<file path="config.mk">
export PLATFORM = sky130hd
export DESIGN_NAME = pipe_stage_reg
export DESIGN_NICKNAME = d
export VERILOG_FILES = /design/src/rtl/pipe_pkg.sv /design/src/rtl/pipe_sat_counter.sv /design/src/rtl/pipe_stage_reg.sv
export SDC_FILE = /design/constraint.sdc
export NUM_CORES = 1
export LEC_CHECK = 0
export CAP_MARGIN = 20
export CELL_PAD_IN_SITES_DETAIL_PLACEMENT = 2
export CELL_PAD_IN_SITES_GLOBAL_PLACEMENT = 2
export CORE_ASPECT_RATIO = 1.25
export CORE_MARGIN = 4
export CORE_UTILIZATION = 23
export DETAILED_ROUTE_END_ITERATION = 6
export PLACE_DENSITY = 0.85
export SLEW_MARGIN = 20
export SYNTH_ARGS = -nofsm -noshare
export SYNTH_HDL_FRONTEND = slang
export SYNTH_SLANG_ARGS = --single-unit
</file>
<file path="constraint.sdc">
create_clock -name clk -period 1.65 [get_ports clk]
set_input_delay 0.4125 -clock clk [delete_from_list [all_inputs] [get_ports clk]]
set_output_delay 0.4125 -clock clk [all_outputs]
set_load 0.02 [all_outputs]
</file>
<file path="src/rtl/pipe_pkg.sv">
// Shared widths and control-field layout for the MIPS pipeline stage registers.
package pipe_pkg;

    localparam int CTRL_W = 7;
    localparam int DATA_W = 134;
    localparam int CNT_W  = 16;

    // Control field layout: {WB_EN, MEM_W_EN, MEM_R_EN, EXE_CMD[3:0]}
    localparam int EXE_CMD_LSB = 0;
    localparam int EXE_CMD_W   = 4;
    localparam int MEM_R_BIT   = 4;
    localparam int MEM_W_BIT   = 5;
    localparam int WB_BIT      = 6;

    localparam int IF_ID_DATA_W  = 64;
    localparam int ID_EX_DATA_W  = 134;
    localparam int EX_MEM_DATA_W = 69;
    localparam int MEM_WB_DATA_W = 69;

endpackage

</file>
<file path="src/rtl/pipe_sat_counter.sv">
// Saturating up-counter with synchronous clear; clear wins over increment.
module pipe_sat_counter #(
    parameter int CNT_W = pipe_pkg::CNT_W
) (
    input  logic             clk,
    input  logic             rst,
    input  logic             inc,
    input  logic             clr,
    output logic [CNT_W-1:0] cnt
);

    localparam logic [CNT_W-1:0] CNT_MAX = {CNT_W{1'b1}};

    logic [CNT_W-1:0] cnt_d;
    logic [CNT_W-1:0] cnt_q;

    // Next count: clear, saturating increment, or hold.
    always_comb begin
        cnt_d = cnt_q;
        if (clr) begin
            cnt_d = '0;
        end else if (inc && (cnt_q != CNT_MAX)) begin
            cnt_d = cnt_q + CNT_W'(1);
        end else begin
            cnt_d = cnt_q;
        end
    end

    // Count register.
    always_ff @(posedge clk or negedge rst) begin
        if (!rst) begin
            cnt_q <= '0;
        end else begin
            cnt_q <= cnt_d;
        end
    end

    assign cnt = cnt_q;

endmodule

</file>
<file path="src/rtl/pipe_stage_reg.sv">
// Valid/ready pipeline stage register with flush-to-bubble and stall counter.
// Define PIPE_STAGE_SKID_EN for a 1-entry skid slot and a registered in_ready.
module pipe_stage_reg #(
    parameter int CTRL_W = pipe_pkg::CTRL_W,
    parameter int DATA_W = pipe_pkg::DATA_W,
    parameter int CNT_W  = pipe_pkg::CNT_W
) (
    input  logic              clk,
    input  logic              rst,
    input  logic              flush,
    input  logic              stat_clr,
    input  logic              in_valid,
    output logic              in_ready,
    input  logic [CTRL_W-1:0] in_ctrl,
    input  logic [DATA_W-1:0] in_data,
    output logic              out_valid,
    input  logic              out_ready,
    output logic [CTRL_W-1:0] out_ctrl,
    output logic [DATA_W-1:0] out_data,
    output logic [CNT_W-1:0]  stall_cnt
);

    logic              out_valid_d;
    logic              out_valid_q;
    logic [CTRL_W-1:0] out_ctrl_d;
    logic [CTRL_W-1:0] out_ctrl_q;
    logic [DATA_W-1:0] out_data_d;
    logic [DATA_W-1:0] out_data_q;

    logic accept;
    logic emit;
    logic stall;

    assign accept = in_valid && in_ready;
    assign emit   = out_valid_q && out_ready;
    assign stall  = out_valid_q && !out_ready;

`ifdef PIPE_STAGE_SKID_EN
    logic              skid_valid_d;
    logic              skid_valid_q;
    logic [CTRL_W-1:0] skid_ctrl_d;
    logic [CTRL_W-1:0] skid_ctrl_q;
    logic [DATA_W-1:0] skid_data_d;
    logic [DATA_W-1:0] skid_data_q;

    // Skid occupancy is a flop, so out_ready never reaches in_ready.
    assign in_ready = !skid_valid_q;

    // Main/skid next state: skid drains first, so acceptance order is kept.
    always_comb begin
        out_valid_d  = out_valid_q;
        out_ctrl_d   = out_ctrl_q;
        out_data_d   = out_data_q;
        skid_valid_d = skid_valid_q;
        skid_ctrl_d  = skid_ctrl_q;
        skid_data_d  = skid_data_q;
        if (flush) begin
            out_valid_d  = 1'b0;
            out_ctrl_d   = '0;
            skid_valid_d = 1'b0;
        end else if (!out_valid_q || emit) begin
            if (skid_valid_q) begin
                out_valid_d  = 1'b1;
                out_ctrl_d   = skid_ctrl_q;
                out_data_d   = skid_data_q;
                skid_valid_d = 1'b0;
            end else if (accept) begin
                out_valid_d = 1'b1;
                out_ctrl_d  = in_ctrl;
                out_data_d  = in_data;
            end else begin
                out_valid_d = 1'b0;
                out_ctrl_d  = '0;
            end
        end else if (accept) begin
            skid_valid_d = 1'b1;
            skid_ctrl_d  = in_ctrl;
            skid_data_d  = in_data;
        end else begin
            skid_valid_d = skid_valid_q;
        end
    end

    // Skid slot registers.
    always_ff @(posedge clk or negedge rst) begin
        if (!rst) begin
            skid_valid_q <= 1'b0;
            skid_ctrl_q  <= '0;
            skid_data_q  <= '0;
        end else begin
            skid_valid_q <= skid_valid_d;
            skid_ctrl_q  <= skid_ctrl_d;
            skid_data_q  <= skid_data_d;
        end
    end
`else
    assign in_ready = !out_valid_q || out_ready;

    // Main register next state; accept implies main is empty or emitting.
    always_comb begin
        out_valid_d = out_valid_q;
        out_ctrl_d  = out_ctrl_q;
        out_data_d  = out_data_q;
        if (flush) begin
            out_valid_d = 1'b0;
            out_ctrl_d  = '0;
        end else if (accept) begin
            out_valid_d = 1'b1;
            out_ctrl_d  = in_ctrl;
            out_data_d  = in_data;
        end else if (emit) begin
            out_valid_d = 1'b0;
            out_ctrl_d  = '0;
        end else begin
            out_valid_d = out_valid_q;
        end
    end
`endif

    // Main output registers; data is only ever cleared by reset.
    always_ff @(posedge clk or negedge rst) begin
        if (!rst) begin
            out_valid_q <= 1'b0;
            out_ctrl_q  <= '0;
            out_data_q  <= '0;
        end else begin
            out_valid_q <= out_valid_d;
            out_ctrl_q  <= out_ctrl_d;
            out_data_q  <= out_data_d;
        end
    end

    assign out_valid = out_valid_q;
    assign out_ctrl  = out_ctrl_q;
    assign out_data  = out_data_q;

    pipe_sat_counter #(
        .CNT_W (CNT_W)
    ) u_stall_cnt (
        .clk (clk),
        .rst (rst),
        .inc (stall),
        .clr (stat_clr),
        .cnt (stall_cnt)
    );

endmodule

</file>
# After elaboration in Yosys (flattened, before gate mapping)
# Index checks and enable logic that the tools add are counted.
[totals]
ff_bits = 158
latchBits = 0
ramBits = 0
rom_bits = 0
inputBits = 147
elab_cells = 25
memories = 0
[classes]
add_sub_neg = 1
n_mul = 0
div = 0
order_cmp = 0
n_eq_ne = 1
n_shift = 0
muxes = 8
n_bitwise = 1
n_reduce_logical = 10
[op_table]
columns = ["cell", "count"]
rows = [
  ["two-way mux 16 bit", 2],
  ["two-way mux 7 bit", 3],
  ["adder 16 x 1 -> 16 bit (second input constant)", 1],
  ["inequality test 16 bit (second input constant)", 1],
  ["logical AND 1 bit", 4],
  ["two-way mux 1 bit", 3],
  ["nonzero test 3 bit", 1],
  ["zero test 1 bit", 2],
  ["AND reduction 2 bit", 1],
  ["nonzero test 2 bit", 1],
  ["logical OR 1 bit", 1],
  ["inverter 1 bit", 1],
]

# Logic depth before layout (Yosys ltp)
# Gate-level depths: netlist of the first run.
[logic_depth]
ltp_word = 5
ltp_mapped = 5
depth_no_buf = 5

# Hierarchy
# A second synthesis of the first run with hierarchy kept.
[unflattened]
cells_unflattened = 427
hier_area_um2 = 6660.1
[by_module_without_submodules]
columns = ["module", "n_inst", "cells_per_inst", "area_each_um2", "seq_area_each_um2"]
rows = [
  ["pipe_stage_reg", 1, 329, 5718.0, 3553.4],
  ["pipe_sat_counter", 1, 98, 942.2, 400.4],
]

# Worst setup path before layout of the first run
# Ideal clock, no wire load.
[synth_timing]
path_kind = "register to register"
startpoint = "register u_stall_cnt.cnt_q[0] (netlist: u_stall_cnt.cnt[0])"
endpoint = "register u_stall_cnt.cnt_q[3] (netlist: u_stall_cnt.cnt[3])"
arrival_ps = 1800
slack_ps = -277
stages_incl_launch_ff = 6
synth_period_minus_slack_ps = 1927
cell_sequence = "dfrtp_1 ha_1 nand4_2 nor4_4 a21oi_1 mux2_1"
[synth_between]
elab_chain_len = 3
[synth_rtl]
columns = ["element", "line_no", "source"]
rows = [
  ["start, declared", "pipe_sat_counter.sv:15", "logic [CNT_W-1:0] cnt_q;"],
  ["start signal, assigned", "pipe_sat_counter.sv:34", "cnt_q <= cnt_d;"],
  ["adder 16 x 1 -> 16 bit / inequality test 16 bit (equally long branches)", "pipe_sat_counter.sv:23, pipe_sat_counter.sv:22", ""],
  ["two-way mux 16 bit / logical AND 1 bit (equally long branches)", "pipe_sat_counter.sv:22", "end else if (inc && (cnt_q != CNT_MAX)) begin"],
  ["two-way mux 16 bit / nonzero test 2 bit (equally long branches)", "n/a", ""],
]
# Parallel ways exist; a longest one is shown, timed or not. The select of a mux whose other input is x is not followed.
# A chain may end at the register's enable or synchronous reset.

# Worst setup path in the final report of the first run
[layout_timing]
startpoint = "register out_valid_q (netlist: out_valid)"
endpoint = "register out_data_q[14] (netlist: out_data[14])"
[layout_between]
elab_chain_len = 4
[layout_rtl]
columns = ["element", "line_no", "source"]
rows = [
  ["start, declared", "pipe_stage_reg.sv:24", "logic out_valid_q;"],
  ["start signal, assigned", "pipe_stage_reg.sv:127", "out_valid_q <= out_valid_d;"],
  ["zero test 1 bit", "pipe_stage_reg.sv:97", "assign in_ready = !out_valid_q || out_ready;"],
  ["logical OR 1 bit", "pipe_stage_reg.sv:97", ""],
  ["logical AND 1 bit", "pipe_stage_reg.sv:34", "assign accept = in_valid && in_ready;"],
  ["AND reduction 2 bit (no source line)", "n/a", ""],
  ["end signal, assigned", "pipe_stage_reg.sv:129", "out_data_q <= out_data_d;"],
  ["end, declared", "pipe_stage_reg.sv:28", "logic [DATA_W-1:0] out_data_q;"],
]
# Every way passes these cells.

==> results of run 1 <==
## worst min path at each step
stage,start,to,depth (start not counted)
after global placement,rst,out_data[0],1
after CTS,rst,out_data[0],2
after global routing,out_data[34],out_data[34],1
after floorplan,rst,out_ctrl[0],0
final,rst,out_data[132],2
after detailed placement,rst,out_data[0],1
## through the flow
| stage | util [%] | worst slack (ns) |
|---|---|---|
| 2_1_floorplan | - | -0.06327 |
| 3_3_place_gp | 37.84 | -0.6089 |
| 3_5_place_dp | 37.84 | -0.6591 |
| 4_1_cts | 41.30 | -0.2013 |
| 5_1_grt | 42.52 | -0.2055 |
| 6_report | 42.52 | -0.1541 |
## worst max-delay path: stages (launching register included)
cell and delay, ns:
dfrtp_2 0.41, and2b_2 0.23, nor3b_4 0.25, buf_12 0.21, buf_16 0.20, mux2_2 0.35
## kinds of logic after synthesis
logic type               count (synthesis)  share of synthesized area, %
multiplexers                           143                         25.78
adder cells (fa/ha/maj)                  1                        0.2004
AO/OA/AOI/OAI                           27                         2.907
flip-flops                             158                         63.35
AND/OR/NAND/NOR                         60                         5.834
buffers and inverters                   22                         1.925
## final cells by class
type                    instances  area share [%]
well taps                     345           3.796
clock buffers                  21           4.137
inverters                       3         0.09903
repair buffers                367           31.80
clock inverters                10           1.188
flip-flops and latches        158           34.95
multi-input cells             231           24.03
## where the power goes
group          internal [mW]  switching, mW  leakage [nW]
clock                   2.49           1.65         0.299
sequential              4.45          0.322          1.88
combinational           1.68           1.58          2.98
total                   8.62           3.55          5.16
## cells in the mapped netlist, drive strengths merged
library cell / number
or4: 3
dfrtp: 158
a211oi: 1
o41ai: 1
nor2: 15
nand3: 6
ha: 1
a22o: 7
and4: 3
o31ai: 4
and2: 1
nor3: 2
clkbuf: 3
nand2: 6
a21oi: 13
buf: 16
nand4: 7
mux2i: 1
or3: 3
and3: 1
o21ai: 1
nor2b: 8
mux2: 142
and2b: 1
nand2b: 2
nor4: 1
nor3b: 1
inv: 3
## timing repair
item,in CTS,in global routing
pin swaps,9,10
hold buffers,1,0
buffers inserted,9,8
hold endpoints to repair,29,0
endpoints found under the setup margin,309,159
gates cloned,1,3
resized for setup,303,77
## registers in the layout, indices dropped and copies added (netlist names)
name             flops
out_ctrl             7
out_valid            1
u_stall_cnt.cnt     16
out_data           134
## layer usage
| metal | vias to the layer above | track usage, % |
|---|---|---|
| met1 | 2588 | 15.96 |
| met5 | - | 0 |
| met4 | 0 | 4.278 |
| met3 | 23 | 4.327 |
| met2 | 165 | 31.85 |
| li1 | 2203 | - |
## layout by cell type (no fill, tap or decap), types with 4 or more instances in the layout
cell             count
clkdlybuf4s50_1    144
nor2b_1              8
nand3_1              5
clkbuf_2             5
buf_6               10
dfrtp_2             16
buf_2                5
mux2_2               4
a21oi_4              7
clkinv_2             4
dfrtp_1            142
nor2_1              14
clkdlybuf4s15_2      5
o31ai_1              4
dlygate4sd2_1      139
buf_4               34
clkbuf_16           20
buf_12              12
nand2_1              6
a22o_1               7
mux2_1              30
mux2_4             108
nand4_1              5
==> flow_summary.ini, run 1 <==
[clocking]
cts_made_buffers = 17
clockBufferDepth = 2
clkSinkCount = 158
clkTransAtPathRegs_ns = 0.07
cts_max_level = 4
clockRootBuffer = clkbuf_16
cts_tree = yes
clock_latency_ns = 0.43

[grt]
gr-total-overflow = 0
grt_pass1_wl_um = 35940
grt_usage_pct = 15.94
antenna_found_initial = 0
grt_pass1_vias = 5765
grt_max_degree = 38

[route]
wl_met1_um = 8837
drc = 0
wl_met2_um = 14670
routedWlPerCell_um = 22.24
maxUsedRoutingLayer = met4
drt-total-wl_um = 25240
vias = 4979
wl_met3_um = 1360
vias_per_cell = 4.387
first_pass_iters = 4
drtAntennaViolNets = 0
drtIter0Drc = 134

[synthesis]
syn_nets = 559
ys_seq_elements = 158
synth_top_area_share_pct = 63.35
synth_seq_area_share_pct = 63.35
synth_area_leaders = dfrtp_1 (63%), mux2_1 (20%), mux2_2 (5.2%)
synth_largest_area_cell = dfrtp_1
synth_cells = 411
synth_area_per_cell_um2 = 15.18
netlist_area_um2 = 6241
synth_cell_types = 33
yosysWarnings = 0

[floorplan]
dieArea_um2 = 29850
die_x_um = 155.3
start_util_pct = 23.34
die_y_um = 192.2
row_count = 67
boundaryPins = 306
core_area_um2 = 26740

[finish]
fillCellCount = 2705
drive_gt1_share_pct = 33.42
final_cell_area_um2 = 11370
syn_to_final_growth_pct = 82.20
seq_area_um2 = 3974
antenna_cells = 0
final_cell_count_no_fill = 1135
multi_input_area_um2 = 2733
layout.nets = 926

[sta]
whs_ns = 0.4801
timing.final.crit_share_pct = 109.3
slew_headroom_pct = 70.32
worstMarginPinSlew_ns = 0.4452
finalMaxSlewViolations = 0
tns_ns = -15.07
fin_skew_ns = 0.01575
setup_viol = 138
setup_ws_ns = -0.1541
rsz0062_at_grt = yes
hold_violations = 0
min_period_ns = 1.804
fmax_mhz = 554.3

[critical_path]
regToRegEndpoint = out_data[14]
arrival_ns = 2.12
worst_setup_path_start_kind = flip-flop
timing.rr.start = out_valid
cp-end-kind = flip-flop
worstSetupPathType = reg2reg
rrSetupSlack_ns = -0.15
crit_fanout = 23
critical_path_required_ns = 1.96
reg2regPathDepth = 5
crit_start = out_valid
crit_path_end = out_data[14]

[status]
status = finished, violations left
violations = negative setup slack

[pwr]
p_total_mw = 12.17
power_density_nw_per_um2 = 1070
p_leak_nw = 5.162
ir_drop_mv = 0.6272

[flow_run]
cap_violations = 0

[placement]
place_inst = 1085
numPortBuffers = 305
dp.final_hpwl_um = 18020
gp_congestion = 0.7838
placed_cell_area_um2 = 10120

[worst_hold_path]
hold_path_class = in2async
No activity file was read; power rests on OpenSTA's default activity.
==> run 2, diff against run 1 <==
--- a/config.mk
+++ b/config.mk
@@ -11,6 +11,7 @@
 export CORE_ASPECT_RATIO = 1.25
 export CORE_MARGIN = 4
 export CORE_UTILIZATION = 23
+export CTS_CLUSTER_SIZE = 20
 export DETAILED_ROUTE_END_ITERATION = 6
 export PLACE_DENSITY = 0.85
 export SLEW_MARGIN = 20
==> results of run 2 <==
Final layout, timing and power as in run 1 (identical DEF).
